===== src/rtl/except_lane_stage_pkg.sv =====
// Shared types for the exception-carrying lane stage: the per-lane
// exception pack and the pending-trap FSM state encoding.
package except_lane_stage_pkg;

  typedef struct packed {
    logic        except;
    logic [63:0] epc;
    logic [63:0] ecause;
    logic [63:0] etval;
  } except_pack_t;

  localparam int EXCEPT_PACK_W = $bits(except_pack_t);

  typedef enum logic {
    ST_IDLE    = 1'b0,
    ST_PENDING = 1'b1
  } stage_state_t;

  // Older-stage exceptions take precedence over ones found in this stage.
  function automatic except_pack_t except_pick(input except_pack_t prev_p,
                                               input except_pack_t new_p);
    return prev_p.except ? prev_p : new_p;
  endfunction

endpackage


===== src/rtl/except_lane_stage_reg.sv =====
// One lane's registered valid bit and exception pack.
// Priority: rst > flush > stall > load.
module except_lane_reg
  import except_lane_stage_pkg::*;
(
  input  logic         clk,
  input  logic         rst,
  input  logic         i_flush,
  input  logic         i_stall,
  input  logic         i_load_valid,
  input  except_pack_t i_load_pack,
  output logic         o_valid,
  output except_pack_t o_pack
);

  logic         r_valid;
  except_pack_t r_pack;

  // Lane register: flush clears, stall holds, otherwise load.
  always_ff @(posedge clk or posedge rst) begin
    if (rst) begin
      r_valid <= 1'b0;
      r_pack  <= '0;
    end else if (i_flush) begin
      r_valid <= 1'b0;
      r_pack  <= '0;
    end else if (!i_stall) begin
      r_valid <= i_load_valid;
      r_pack  <= i_load_pack;
    end
  end

  assign o_valid = r_valid;
  assign o_pack  = r_pack;

endmodule


===== src/rtl/except_lane_stage.sv =====
// Multi-lane exception stage: merges carried and new exceptions per lane,
// keeps only the oldest excepting lane, squashes younger lanes, and holds a
// pending-trap FSM plus a saturating capture counter.
// Handshake: there is no valid/ready pair; a load happens on every edge
// where stall and flush are both low, and downstream qualifies
// except_happen_o with stall itself.
module except_lane_stage
  import except_lane_stage_pkg::*;
#(
  parameter int LANES = 2,
  parameter int CNT_W = 16
) (
  input  logic                     clk,
  input  logic                     rst,
  input  logic                     stall,
  input  logic                     flush,
  input  logic         [LANES-1:0] valid_i,
  input  except_pack_t [LANES-1:0] except_prev_i,
  input  except_pack_t [LANES-1:0] except_new_i,
  input  logic                     trap_done_i,
  output logic         [LANES-1:0] valid_o,
  output except_pack_t [LANES-1:0] except_o,
  output logic         [LANES-1:0] except_happen_o,
  output logic                     pending_o,
  output logic         [CNT_W-1:0] exc_count_o
);

  except_pack_t [LANES-1:0] w_sel;
  logic         [LANES-1:0] w_lane_exc;
  logic         [LANES-1:0] w_first_oh;
  logic         [LANES-1:0] w_older_exc;
  logic                     w_seen;
  logic                     w_any;
  logic         [LANES-1:0] w_load_valid;
  except_pack_t [LANES-1:0] w_load_pack;
  stage_state_t             r_state;
  stage_state_t             w_state_next;
  logic                     w_capture;
  logic         [CNT_W-1:0] r_cnt;

  // Per-lane source select and oldest-first priority encode.
  always_comb begin
    w_seen      = 1'b0;
    w_sel       = '0;
    w_lane_exc  = '0;
    w_first_oh  = '0;
    w_older_exc = '0;
    for (int l = 0; l < LANES; l++) begin
      w_sel[l]       = except_pick(except_prev_i[l], except_new_i[l]);
      w_lane_exc[l]  = valid_i[l] & w_sel[l].except;
      w_older_exc[l] = w_seen;
      w_first_oh[l]  = w_lane_exc[l] & ~w_seen;
      w_seen         = w_seen | w_lane_exc[l];
    end
    w_any = w_seen;
  end

  // Load values: oldest excepting lane keeps its pack, younger lanes die,
  // and everything is squashed while a trap is pending.
  always_comb begin
    w_load_valid    = '0;
    w_load_pack     = '0;
    except_happen_o = '0;
    for (int l = 0; l < LANES; l++) begin
      if (r_state == ST_IDLE && !w_older_exc[l]) begin
        if (w_first_oh[l]) begin
          w_load_valid[l] = 1'b1;
          w_load_pack[l]  = w_sel[l];
        end else begin
          w_load_valid[l] = valid_i[l];
        end
      end
      except_happen_o[l] = w_first_oh[l] & except_new_i[l].except &
                           ~except_prev_i[l].except &
                           (r_state == ST_IDLE) & ~flush;
    end
  end

  for (genvar g = 0; g < LANES; g++) begin : g_lane
    except_lane_reg u_lane_reg (
      .clk          (clk),
      .rst          (rst),
      .i_flush      (flush),
      .i_stall      (stall),
      .i_load_valid (w_load_valid[g]),
      .i_load_pack  (w_load_pack[g]),
      .o_valid      (valid_o[g]),
      .o_pack       (except_o[g])
    );
  end

  // Pending-trap state register.
  always_ff @(posedge clk or posedge rst) begin
    if (rst) r_state <= ST_IDLE;
    else     r_state <= w_state_next;
  end

  // Next state: capture on an excepting load, release on trap taken or flush.
  always_comb begin
    w_state_next = r_state;
    w_capture    = 1'b0;
    case (r_state)
      ST_IDLE: begin
        if (!flush && !stall && w_any) begin
          w_state_next = ST_PENDING;
          w_capture    = 1'b1;
        end
      end
      ST_PENDING: begin
        if (flush || trap_done_i) w_state_next = ST_IDLE;
      end
      default: w_state_next = ST_IDLE;
    endcase
  end

  // Saturating count of captures; only reset clears it.
  always_ff @(posedge clk or posedge rst) begin
    if (rst)                            r_cnt <= '0;
    else if (w_capture && r_cnt != '1)  r_cnt <= r_cnt + 1'b1;
  end

  assign pending_o   = (r_state == ST_PENDING);
  assign exc_count_o = r_cnt;

endmodule

===== config.mk =====
export PLATFORM = sky130hd
export DESIGN_NAME = except_lane_stage
export DESIGN_NICKNAME = d
export VERILOG_FILES = /design/src/rtl/except_lane_stage_pkg.sv /design/src/rtl/except_lane_stage_reg.sv /design/src/rtl/except_lane_stage.sv
export SDC_FILE = /design/constraint.sdc
export NUM_CORES = 1
export LEC_CHECK = 0
export ABC_CLOCK_PERIOD_IN_PS = 12200
export BUFFER_PORTS_ARGS = -buffer_cell sky130_fd_sc_hd__buf_2
export CORE_AREA = 2 2 457 459
export DETAILED_ROUTE_END_ITERATION = 16
export DIE_AREA = 0 0 459 461
export GPL_TIMING_DRIVEN = 0
export PLACE_DENSITY = 0.3
export REMOVE_ABC_BUFFERS = 1
export SYNTH_ARGS = -nofsm -noshare
export SYNTH_HDL_FRONTEND = slang
export SYNTH_SLANG_ARGS = --single-unit

===== constraint.sdc =====
create_clock -name clk -period 12.2 [get_ports clk]
set_input_delay 1.22 -clock clk [delete_from_list [all_inputs] [get_ports clk]]
set_output_delay 1.22 -clock clk [all_outputs]
set_load 0.1 [all_outputs]

## Word level (Yosys, flattened, before mapping)

Index checks and enable logic that the tools add are counted.

- Logic and storage cells: 62
- Output and inout port bits: 407
- Flip-flop bits (word level): 405

- Add/subtract/negate cells: 1
- Reduce and logical (&&, ||, !) cells: 8
- Multiplexer cells: 22
- Equal/unequal tests: 2
- Bitwise gates (word level): 17

Operators with widths:

| cell | count |
|---|---|
| $mux W193 | 10 |
| $add A16 B1 Y16 const B | 1 |
| $ne A16 B16 Y1 const B | 1 |
| $and A1 B1 Y1 | 11 |
| $mux W1 | 11 |
| $not A1 Y1 | 5 |
| $logic_and A1 B1 Y1 | 4 |
| $logic_not A1 Y1 | 3 |
| $ne A2 B1 Y1 const B | 1 |
| $pmux W1 S2 | 1 |
| $logic_or A1 B1 Y1 | 1 |
| $or A1 B1 Y1 | 1 |

## Logic depth before layout (Yosys ltp)

Gate-level depths: netlist of the first run.

- Word-level depth: 8
- Depth in mapped cells: 6
- Gate-level depth less buffers: 5

## Cells and area by module

A second synthesis of the first run with hierarchy kept.

- Cell total of the unflattened synthesis: 2201
- Area total of the unflattened synthesis: 22467.8 um^2

By module, submodules not included:

| module | sequential area each (um^2) | area each (um^2) | instances | cells each |
|---|---|---|---|---|
| except_lane_reg | 4854.7 | 7931.4 | 2 | 627 |
| except_lane_stage | 425.4 | 6605.1 | 1 | 947 |

## Worst setup path before layout of the first run

Ideal clock, no wire load.

- Path type: input -> output
- Start point: input except_prev_i[192] in the netlist's numbering
- End point: output except_happen_o[0]
- Cell stages on the path: 4
- Required time: 10980 ps
- Arrival: 4656 ps
- Path slack: 6324 ps
- Buffers on the path: 3
- Path through: clkbuf_1 buf_2 buf_2 nor4_1

- Longest elaborated chain between the ends: 6

RTL lines:

| element | line | source |
|---|---|---|
| from (decl) | except_lane_stage.sv:18 | `input except_pack_t [LANES-1:0] except_prev_i,` |
| $mux W193 | except_lane_stage_pkg.sv:22 | `return prev_p.except ? prev_p : new_p;` |
| $and A1 B1 Y1 | except_lane_stage.sv:50 | `w_lane_exc[l] = valid_i[l] & w_sel[l].except;` |
| $and A1 B1 Y1 | except_lane_stage.sv:73 | `except_happen_o[l] = w_first_oh[l] & except_new_i[l].except &` |
| $and A1 B1 Y1 (*) | except_lane_stage.sv:73 |  |
| $and A1 B1 Y1 (*) | except_lane_stage.sv:74 | `~except_prev_i[l].except &` |
| $and A1 B1 Y1 (*) | except_lane_stage.sv:75 | `(r_state == ST_IDLE) & ~flush;` |
| to (decl) | except_lane_stage.sv:23 | `output logic [LANES-1:0] except_happen_o,` |

Mark *: on every way between the ends. The rest lies on a longest branch, timed or not.

## Final worst setup path of the first run

- Start point: input except_prev_i[385] in the netlist's numbering
- End point: output except_happen_o[1]

- Longest elaborated chain between the ends: 7

RTL lines:

| element | line | source |
|---|---|---|
| $mux W193 | except_lane_stage_pkg.sv:22 |  |
| $and A1 B1 Y1 | except_lane_stage.sv:50 |  |
| $and A1 B1 Y1 | except_lane_stage.sv:52 | `w_first_oh[l] = w_lane_exc[l] & ~w_seen;` |
| $and A1 B1 Y1 | except_lane_stage.sv:73 |  |
| $and A1 B1 Y1 (*) | except_lane_stage.sv:73 |  |
| $and A1 B1 Y1 (*) | except_lane_stage.sv:74 |  |
| $and A1 B1 Y1 (*) | except_lane_stage.sv:75 |  |

Marks and branches as above.

==> results of run 1 <==
report_power, final:
part / switching, W / total, W / internal (W)
sequential: 0.0000359 / 0.00143 / 0.00139
combinational: 0.000640 / 0.000861 / 0.000221
clock: 0.000709 / 0.00171 / 0.000997
layer usage:
metal | track usage [%] | vias up | share of wire, % | wire length (µm)
li1 | - | 8429 | - | -
met1 | 15.09 | 8824 | 38 | 56110
met2 | 20.85 | 1145 | 44 | 64730
met3 | 7.929 | 422 | 14 | 20770
met4 | 2.632 | 142 | 2.3 | 3361
met5 | 0 | - | 0.65 | 943
placed cells by master (no fill, tap or decap), types with 13 or more instances in the layout:
cell type | netlist | routed
o21ai_1 | 170 | 170
nand2_1 | 393 | 392
buf_16 | 0 | 13
clkbuf_1 | 61 | 15
clkbuf_16 | 0 | 58
buf_2 | 65 | 1183
dfrtp_1 | 405 | 405
diode_2 | 0 | 31
o21ai_0 | 216 | 216
mux2i_1 | 384 | 384
per-stage QoR:
stage	total power (W)	util, %	setup TNS [ps]
3_5_place_dp	0.002330	13.50	0
3_3_place_gp	0.002352	13.17	-9250770
2_1_floorplan	0.001976	-	-810410
5_1_grt	0.004179	14.40	0
4_1_cts	0.004101	14.40	0
6_report	0.003996	14.44	0
tightest hold or removal path: stages (launching register included):
cell     delay (ps)
dfrtp_1         330
nand2_1          50
nand2_1          50
worst paths after layout:
kind	cells past startpoint	startpoint	to	slack, ps
setup reg to reg	6	pending_o	g_lane[1].u_lane_reg.o_pack[55]	9200
hold / removal	2	g_lane[1].u_lane_reg.o_pack[192]	g_lane[1].u_lane_reg.o_pack[192]	470
max in group asynchronous	4	rst	g_lane[0].u_lane_reg.o_pack[61]	10220
hold reg to reg	2	g_lane[1].u_lane_reg.o_pack[192]	g_lane[1].u_lane_reg.o_pack[192]	470
min in group asynchronous	2	rst	g_lane[1].u_lane_reg.o_pack[161]	480
setup / recovery	6	except_prev_i[385]	except_happen_o[1]	7490
cell type report:
type                       instances  area (µm²)
clock buffer                      84        1659
fill                           23730      176600
clock inverter                    19       190.2
sequential                       405       10130
multi-input combinational       1222        7775
antenna                           31       77.57
timing repair buffer            1211        6564
inverter                           3       18.77
tap                             2704        3383
synth_stat cells, drive strengths merged:
library cell / number
nor3: 3
nand3: 5
nor2b: 1
a22o: 1
nor2: 2
buf: 72
o21ai: 387
nor4: 8
and3: 2
xor2: 11
mux2: 1
inv: 3
and4: 2
dfrtp: 405
clkbuf: 61
nand2b: 2
xnor2: 4
nand2: 393
ha: 1
a32o: 1
or2: 1
nand4: 6
mux2i: 384
nor4b: 2
o21a: 3
and2: 1
nor3b: 1
state kept, by name (all words and copies together) (netlist names):
name and flops:
g_lane.u_lane_reg.o_valid 2, g_lane.u_lane_reg.o_pack 386, pending_o 1, exc_count_o 16
kinds of logic (layout without fill, tap and decap cells):
kind of cell,count (synthesis),after routing,share of synthesized area (%)
buffers and inverters,136,1317,3.284
other,0,31,0
XOR/XNOR,15,15,0.7109
AND/OR/NAND/NOR,429,429,9.513
multiplexers,385,385,20.86
flip-flops,405,405,54.84
adder cells (fa/ha/maj),1,1,0.06769
AO/OA/AOI/OAI,392,392,10.72
==> flow_metrics.env, run 1 <==
export IMPL_drive_above_1_share_pct=44.63
export IMPL_avgSynthCellArea_um2=10.48
export IMPL_area_growth_pct=61.27
export IMPL_hold_slack_ps=469.1
export IMPL_gp_congestion=0.8719
export IMPL_dieArea_um2=211600
export IMPL_preCtsSetupSlack_ps=7016
export IMPL_vias=18960
export IMPL_drv_slew=0
export IMPL_clockBufferDepth=3
export IMPL_postCtsSetupBuffers=0
export IMPL_cts_tree="yes"
export IMPL_cts_max_level=2
export IMPL_hp_class="reg2reg"
export IMPL_netlist_area_um2=18480
export IMPL_relSlewSlack_pct=37.44
export IMPL_power_density_nw_per_um2=134.1
export IMPL_firstDrtPassIters=5
export IMPL_rsz0062_at_grt="false"
export IMPL_cp_start_kind="input port"
export IMPL_die_x_um=459
export IMPL_tightest_slew_ps=938.4
export IMPL_yosys_warnings=0
export IMPL_crit_path_max_incr_delay_ps=540
export IMPL_final_cells=5679
export IMPL_start_util_pct=8.952
export IMPL_die_h_um=461
export IMPL_synth_top_cell_area_share_pct=54.84
export IMPL_tritoncts_num_buffers=57
export IMPL_cp_top_family="buffers and inverters"
export IMPL_grt_first_pass_wirelength_mm=184.9
export IMPL_min_period_ps=4714
export IMPL_clock_sinks=405
export IMPL_cp_max_fo=77
export IMPL_criticalPathCategory="in2out"
export IMPL_vias_per_cell=3.339
export IMPL_grt_max_degree=105
export IMPL_synth_area_leaders="dfrtp_1 55%, mux2i_1 21%, nand2_1 8.0%, o21ai_0 5.8%, o21ai_1 4.6%"
export IMPL_row_count=167
export IMPL_synth_cells=1763
export IMPL_drcViolationCount=0
export IMPL_portBuffers=1185
export IMPL_cts_resized=0
export IMPL_overflow=0
export IMPL_cts_clk_slew_worst_paths_ps=60
export IMPL_crit_buf_inv=4
export IMPL_clockRootBuffer="clkbuf_16"
export IMPL_finClkSkew_ps=25.51
export IMPL_synth_cell_types=35
export IMPL_vdd_drop_max_v=0.00007881
export IMPL_grt_pass1_vias=18620
export IMPL_clk_latency_ps=680
export IMPL_dp_hpwl_mm=123.1
export IMPL_post_dp_cell_area_um2=27880
export IMPL_finalHoldViolCount=0
export IMPL_setup_violations=0
export IMPL_drtAntennaViolNets=0
export IMPL_path_common_cell="buf_16"
export IMPL_antenna_found_initial=210
export IMPL_fmax_mhz=212.1
export IMPL_crit_slowest_cell="buf_2"
export IMPL_fin_crit_sh_pct=38.64
export IMPL_p_leak_nw=15.38
export IMPL_worstPathRequired_ps=10980
export IMPL_drv_cap=0
export IMPL_cp_end_kind="output port"
export IMPL_worstPathCellList="buf_8 > buf_16 > buf_16 > nor4b_1 > and3_1 > buf_2"
export IMPL_outcome="finished clean"
export IMPL_synth_top_area_cell="dfrtp_1"
export IMPL_post_drt_wl_per_cell_um=25.69
export IMPL_yosys_register_bits=405
export IMPL_first_iter_violations=942
export IMPL_cts_hold_buf=0
export IMPL_grt_use_total_pct=13.14
export IMPL_fin_area_um2=29800
export IMPL_final_nets=3680
export IMPL_coreArea_um2=206400
export IMPL_layout_setup_ws_ps=7486
export IMPL_top_level_ports=1186
export IMPL_worstPathArrival_ps=3490
export IMPL_dp_cells=5545
export IMPL_synth_seq_area_share_pct=54.84
export IMPL_totalWireLength_mm=145.9
(Power assumes the default switching activity.)
==> run 2: changes to the inputs <==
Settings changed: ABC_AREA from default to 1, ABC_CLOCK_PERIOD_IN_PS 12200 to 4690, CORE_AREA 2 2 457 459 to 2 2 463 465, DIE_AREA 0 0 459 461 to 0 0 465 467.
Clock period 12.2 ns to 4.69 ns, I/O delays scaled along.
==> run 2 against run 1 <==
Sequential cell count is the same. Clock-buffer cell count up 5. Register-to-register slack got worse by 7300 ps. Largest power group unchanged. Clock skew fell by 7.7 ps. Worst hold slack got worse by 390 ps. Power grew to 2.7 times the previous value. Global-route usage down 1.9 points. Sequential power rose to 2.6 times the previous value. Worst setup slack worse by 5900 ps. Clock power grew to 2.7 times the previous value.
==> flow_metrics.env, run 2 <==
export IMPL_drv_cap=0
export IMPL_finClkSkew_ps=17.79
export IMPL_rr_worst_depth=7
export IMPL_fmax_mhz=325.3
export IMPL_ys_async_sr_fraction_pct=100.0
export IMPL_synth_top_area_cell="dfrtp_1"
export IMPL_fin_crit_sh_pct=65.54
export IMPL_yosys_register_bits=405
export IMPL_synth_seq_area_share_pct=50.34
export IMPL_reg2reg_slack_ps=1900
export IMPL_hold_slack_ps=83.66
export IMPL_yosys_warnings=0
export IMPL_post_drt_wl_per_cell_um=21.76
export IMPL_top_level_ports=1186
export IMPL_final_common_cell="buf_2"
export IMPL_row_count=169
export IMPL_gp_congestion=0.8107
export IMPL_die_h_um=467
export IMPL_vias_per_cell=3.327
export IMPL_worst_r2r_endpoint="g_lane[1].u_lane_reg.o_pack[175]"
export IMPL_cp_max_fo=85
export IMPL_synth_cells=1893
export IMPL_grt_max_degree=128
export IMPL_cp_end_kind="flip-flop"
export IMPL_worstPathRequired_ps=5280
export IMPL_synth_top_cell_area_share_pct=50.34
export IMPL_grt_first_pass_wirelength_mm=171.2
export IMPL_cp_top_family="buffers and inverters"
export IMPL_synth_most_common_cell="dfrtp_1"
export IMPL_cts_clk_slew_worst_paths_ps=60
export IMPL_die_x_um=465
export IMPL_dp_hpwl_mm=101.9
export IMPL_portBuffers=1185
export IMPL_path_common_cell="buf_16"
export IMPL_setup_violations=0
export IMPL_drtAntennaViolNets=0
export IMPL_drv_slew=0
export IMPL_coreArea_um2=211700
export IMPL_whs_endpoint="g_lane[0].u_lane_reg.o_pack[29]"
export IMPL_relSlewSlack_pct=23.01
export IMPL_vdd_drop_max_v=0.0002743
export IMPL_outcome="finished clean"
export IMPL_overflow=0
export IMPL_grt_use_total_pct=11.24
export IMPL_worstPathArrival_ps=3660
export IMPL_synth_edf_count=0
export IMPL_synth_area_leaders="dfrtp_1 50%, mux2i_1 19%, nand3_1 9.8%, o21ai_2 7.7%, o21ai_1 3.7%"
export IMPL_cts_tree="yes"
export IMPL_synthFlopType="dfrtp_1"
export IMPL_tritoncts_num_buffers=56
export IMPL_firstDrtPassIters=5
export IMPL_r2r_start="pending_o"
export IMPL_hp_class="in2reg"
export IMPL_drive_above_1_share_pct=48.07
export IMPL_drcViolationCount=0
export IMPL_avgSynthCellArea_um2=10.64
export IMPL_crit_cells=9
export IMPL_hold_path_depth=3
export IMPL_final_cell_mix="1182 x buf_2, 405 x dfrtp_1, 396 x nand3_1"
export IMPL_area_growth_pct=57.58
export IMPL_min_period_ps=3074
export IMPL_clock_sinks=405
export IMPL_cts_max_level=2
export IMPL_criticalPathCategory="in2reg"
export IMPL_crit_buf_inv=5
export IMPL_totalWireLength_mm=128.6
export IMPL_power_density_nw_per_um2=339.1
export IMPL_fillCellCount=24150
export IMPL_grt_pass1_vias=20170
export IMPL_netlist_area_um2=20130
export IMPL_worstPathCellList="buf_2 > inv_8 > buf_16 > nand3b_1 > nor2_2 > nand2_8 > buf_16 > buf_16 > o21ai_2"
export IMPL_tightest_slew_ps=1154
export IMPL_crit_slowest_cell="nor2_2"
export IMPL_largest_register_ffs=386
export IMPL_synth_commonest_cells="405 x dfrtp_1, 396 x nand3_1, 384 x mux2i_1"
export IMPL_crit_path_max_incr_delay_ps=420
export IMPL_finalHoldViolCount=0
export IMPL_cts_resized=0
export IMPL_rsz0062_at_grt="false"
export IMPL_cp_start_kind="input port"
export IMPL_clk_latency_ps=690
export IMPL_p_leak_nw=16.04
export IMPL_first_iter_violations=1031
export IMPL_setup_tns_ps=0
export IMPL_dieArea_um2=217200
export IMPL_start_util_pct=9.512
export IMPL_clockRootBuffer="clkbuf_16"
export IMPL_synth_cell_types=26
export IMPL_vias=19670
export IMPL_finish_utilization_pct=14.99
export IMPL_hp_start="except_prev_i[29]"
export IMPL_clockBufferDepth=3
export IMPL_antenna_found_initial=84
export IMPL_final_nets=3814
## run 2: cell types whose count changed in the layout (fill, tap and decap cells not counted), sizes merged, moves of 3 or more
cell         before   now
xor2             11     5
nand2           393    83
clkinv           14     5
inv               3    23
buf            1211  1204
o21ai           387   394
o21a              3     0
clkbuf           84    89
dlygate4sd3       0    55
nand3             5   396
xnor2             4     0
diode            31    11
nor2              2    19
nor4              8     1
## run 2: final cells by class
| class | count | area (µm²) | share of cell area [%] |
|---|---|---|---|
| flip-flops and latches | 405 | 10130 | 31.94 |
| multi-input cells | 1292 | 9016 | 28.42 |
| repair buffers | 1259 | 7034 | 22.17 |
| well taps | 2821 | 3530 | 11.12 |
| clock buffers | 89 | 1687 | 5.316 |
| clock inverters | 14 | 209.0 | 0.6586 |
| inverters | 20 | 90.09 | 0.2839 |
| diodes | 11 | 27.53 | 0.08676 |
## run 2: cells by family after synthesis
group | count (synthesis) | share of synthesized area [%]
AO/OA/AOI/OAI | 396 | 13.22
AND/OR/NAND/NOR | 506 | 12.09
multiplexers | 384 | 19.09
adder cells (fa/ha/maj) | 1 | 0.06213
flip-flops | 405 | 50.34
XOR/XNOR | 5 | 0.2175
buffers and inverters | 196 | 4.990
## run 2: worst max path at each step
| stage | startpoint | end | slack [ps] |
|---|---|---|---|
| floorplan | rst | exc_count_o[0] | -7050 |
| finish | flush | g_lane[1].u_lane_reg.o_pack[175] | 1620 |
| CTS | except_prev_i[192] | except_happen_o[1] | 1610 |
| detailed placement | flush | g_lane[1].u_lane_reg.o_pack[34] | 910 |
| global route | flush | g_lane[1].u_lane_reg.o_pack[34] | 1510 |
| global placement | rst | g_lane[0].u_lane_reg.o_pack[167] | -15020 |
## run 2: what timing repair did
action | 4_1_cts | 5_1_grt
hold buffers | 55 | 0
endpoints found under the setup margin | 0 | 0
hold endpoints to repair | 89 | 0
setup buffers | 0 | 0
## run 2: where the power goes
part / leakage [nW] / total (W) / internal [W] / switching, W
registers: 5.58 / 0.00372 / 0.00362 / 0.0000987
clock network: 0.925 / 0.00457 / 0.00268 / 0.00189
logic: 9.54 / 0.00247 / 0.000627 / 0.00184
total: 16.0 / 0.0108 / 0.00693 / 0.00383
## run 2: through the flow
step	setup slack (ps)	cells	power [W]	instance area (µm²)
2_1_floorplan	-7045	1717	0.005199	19200
3_3_place_gp	-15020	5723	0.006325	28670
3_5_place_dp	912.4	5742	0.006267	29250
4_1_cts	1607	5900	0.01102	31700
5_1_grt	1506	5906	0.01124	31720
6_report	1616	5911	0.01076	31730
## run 2: layer usage
layer | track usage [%] | vias to the layer above | wire [µm]
met1 | 13.36 | 9368 | 51830
met2 | 18.93 | 939 | 61170
li1 | - | 9100 | -
met5 | 0 | - | 371
met3 | 4.207 | 202 | 11770
met4 | 2.917 | 58 | 3489
## run 2: worst register-to-register path, cell delays in order, from the launching register on
cell	delay (ps)
dfrtp_1	410
inv_2	80
nand3b_1	120
nor2_2	420
nand2_8	350
buf_16	400
buf_16	570
o21ai_2	370
==> run 3: changes to the inputs <==
Settings changed: ABC_AREA 1 to 0, ABC_CLOCK_PERIOD_IN_PS 4690 to 2820, CORE_AREA 2 2 463 465 to 2 2 457 459, DIE_AREA 0 0 465 467 to 0 0 459 461.
Clock period 4.69 ns to 2.82 ns, I/O delays scaled along.
==> run 3 against run 2 <==
Global-route usage grew 2.4 points. Sequential cell count unchanged. Via count up 12%. Non-clock buffer count grew 724. Worst hold slack lost 35 ps. Clock-buffer cell count is 5 lower. First-iteration DRC count decreased by 5.6%. Clock power grew 62%. Core utilization grew 3.2 points. Critical path depth stayed put. Final cell count is 9.2% higher. Design area up 19%. Critical path type unchanged. Critical endpoint is now g_lane[1].u_lane_reg.o_pack[138]. Largest cell class is now buffers. Highest routed layer unchanged.
==> flow_metrics.env, run 3 (synthesis gave the netlist of run 1 again) <==
export IMPL_cts_max_level=2
export IMPL_top_level_ports=1186
export IMPL_final_nets=4454
export IMPL_die_x_um=459
export IMPL_clk_latency_ps=690
export IMPL_coreArea_um2=206400
export IMPL_overflow=0
export IMPL_cts_clk_slew_worst_paths_ps=60
export IMPL_grt_max_degree=105
export IMPL_grt_first_pass_wirelength_mm=196.9
export IMPL_vias=22060
export IMPL_row_count=167
export IMPL_largest_register_ffs=386
export IMPL_fin_crit_sh_pct=96.35
export IMPL_finClkSkew_ps=28.57
export IMPL_firstDrtPassIters=5
export IMPL_path_common_cell="buf_16"
export IMPL_vdd_drop_max_v=0.0003526
export IMPL_gp_congestion=0.8719
export IMPL_tritoncts_num_buffers=57
export IMPL_cts_tree="yes"
export IMPL_portBuffers=1185
export IMPL_hp_start="except_new_i[93]"
export IMPL_drcViolationCount=0
export IMPL_rr_worst_depth=5
export IMPL_vias_per_cell=3.417
export IMPL_worstPathArrival_ps=3290
export IMPL_reg2reg_slack_ps=130
export IMPL_power_w=0.01844
export IMPL_worstPathCellList="buf_12 > buf_16 > buf_16 > o21a_2 > nand3_4 > buf_16 > buf_12 > buf_16 > o21ai_0"
export IMPL_crit_path_max_incr_delay_ps=400
export IMPL_clock_sinks=405
export IMPL_post_drt_wl_per_cell_um=23.45
export IMPL_first_iter_violations=973
export IMPL_fmax_mhz=368.0
export IMPL_dieArea_um2=211600
export IMPL_drive_above_1_share_pct=35.50
export IMPL_outcome="finished clean"
export IMPL_clockBufferDepth=3
export IMPL_clockRootBuffer="clkbuf_16"
export IMPL_cp_max_fo=77
export IMPL_crit_slowest_cell="o21a_2"
export IMPL_relSlewSlack_pct=39.21
export IMPL_min_period_ps=2717
export IMPL_whs_endpoint="g_lane[0].u_lane_reg.o_pack[93]"
export IMPL_tightest_slew_ps=911.8
export IMPL_setup_violations=0
export IMPL_rsz0062_at_grt="false"
export IMPL_grt_pass1_vias=22420
export IMPL_finish_utilization_pct=18.21
export IMPL_grt_use_total_pct=13.64
export IMPL_totalWireLength_mm=151.4
export IMPL_dp_hpwl_mm=123.1
export IMPL_power_density_nw_per_um2=490.5
export IMPL_hold_path_depth=3
export IMPL_worst_r2r_endpoint="g_lane[0].u_lane_reg.o_pack[156]"
export IMPL_drv_cap=0
export IMPL_final_common_cell="buf_2"
export IMPL_start_util_pct=8.952
export IMPL_hp_class="in2reg"
export IMPL_criticalPathCategory="in2reg"
export IMPL_finalHoldViolCount=0
export IMPL_drtAntennaViolNets=0
export IMPL_setup_tns_ps=0
export IMPL_worstPathRequired_ps=3400
export IMPL_antenna_found_initial=190
export IMPL_r2r_start="pending_o"
export IMPL_cp_start_kind="input port"
export IMPL_area_growth_pct=103.5
export IMPL_die_h_um=461
export IMPL_cp_end_kind="flip-flop"
export IMPL_p_leak_nw=18.62
export IMPL_final_cell_mix="1183 x buf_2, 770 x dlygate4sd3_1, 405 x dfrtp_1"
export IMPL_drv_slew=0
==> run 3: cell count changes in the layout (fill, tap and decap cells not counted), moves of 12 or more <==
cell / delta
diode_2: +23
dlygate4sd3_1: +715
o21ai_0: +148
buf_12: +13
inv_1: -12
o21ai_2: -175
o21ai_1: +21
nand2_1: +311
nand3_1: -392
==> run 3: area by class of cell <==
class	count	area [µm²]
antenna	34	85.08
multi-input combinational	1224	7811
tap	2704	3383
fill	23320	168800
inverter	3	18.77
clock inverter	19	190.2
sequential	405	10130
clock buffer	84	1659
timing repair buffer	1983	14320
==> run 3: metal layers <==
metal	GRT usage [%]	up-vias	share of wire, %
met5	0	-	0.58
met4	3.067	130	2.5
met2	22.05	1112	45
li1	-	9984	-
met1	15.69	10450	39
met3	7.421	381	13
==> run 3: power by group <==
group | total [W] | internal (W) | switching [W]
combinational | 0.00485 | 0.00183 | 0.00302
clock | 0.00741 | 0.00431 | 0.00310
sequential | 0.00618 | 0.00603 | 0.000156
total | 0.0184 | 0.0122 | 0.00627
==> run 3: repair_timing <==
action,CTS,global route
gates cloned,3,0
resized for setup,2,2
setup buffers,1,0
pin swaps,0,0
hold buffers,770,0
hold endpoints to repair,590,0
setup endpoints to repair,156,91
==> run 3: worst max path at each step <==
stage / from / endpoint
CTS: pending_o / g_lane[0].u_lane_reg.o_pack[156]
global route: pending_o / g_lane[0].u_lane_reg.o_pack[156]
floorplan: flush / g_lane[0].u_lane_reg.o_valid
finish: except_prev_i[385] / g_lane[1].u_lane_reg.o_pack[138]
global placement: flush / g_lane[0].u_lane_reg.o_valid
detailed placement: except_prev_i[385] / g_lane[1].u_lane_reg.o_pack[59]
==> run 3: metrics by stage <==
stage | worst slack [ps] | cells | instance area (µm²) | hold WS (ps)
after global routing | 10.11 | 6430 | 37530 | 24.90
after global placement | -24700 | 5519 | 27200 | 453.3
after CTS | 1.094 | 6422 | 37500 | 1.335
after floorplan | -10970 | 1630 | 17880 | 389.3
after detailed placement | -1426 | 5545 | 27880 | 223.3
final | 102.9 | 6456 | 37600 | 48.84
==> run 3: worst max-delay path: cells and delay by family <==
| kind | cells | cell delay (ps) |
|---|---|---|
| buffers and inverters | 6 | 1750 |
| AO/OA/AOI/OAI | 2 | 620 |
| AND/OR/NAND/NOR | 1 | 190 |
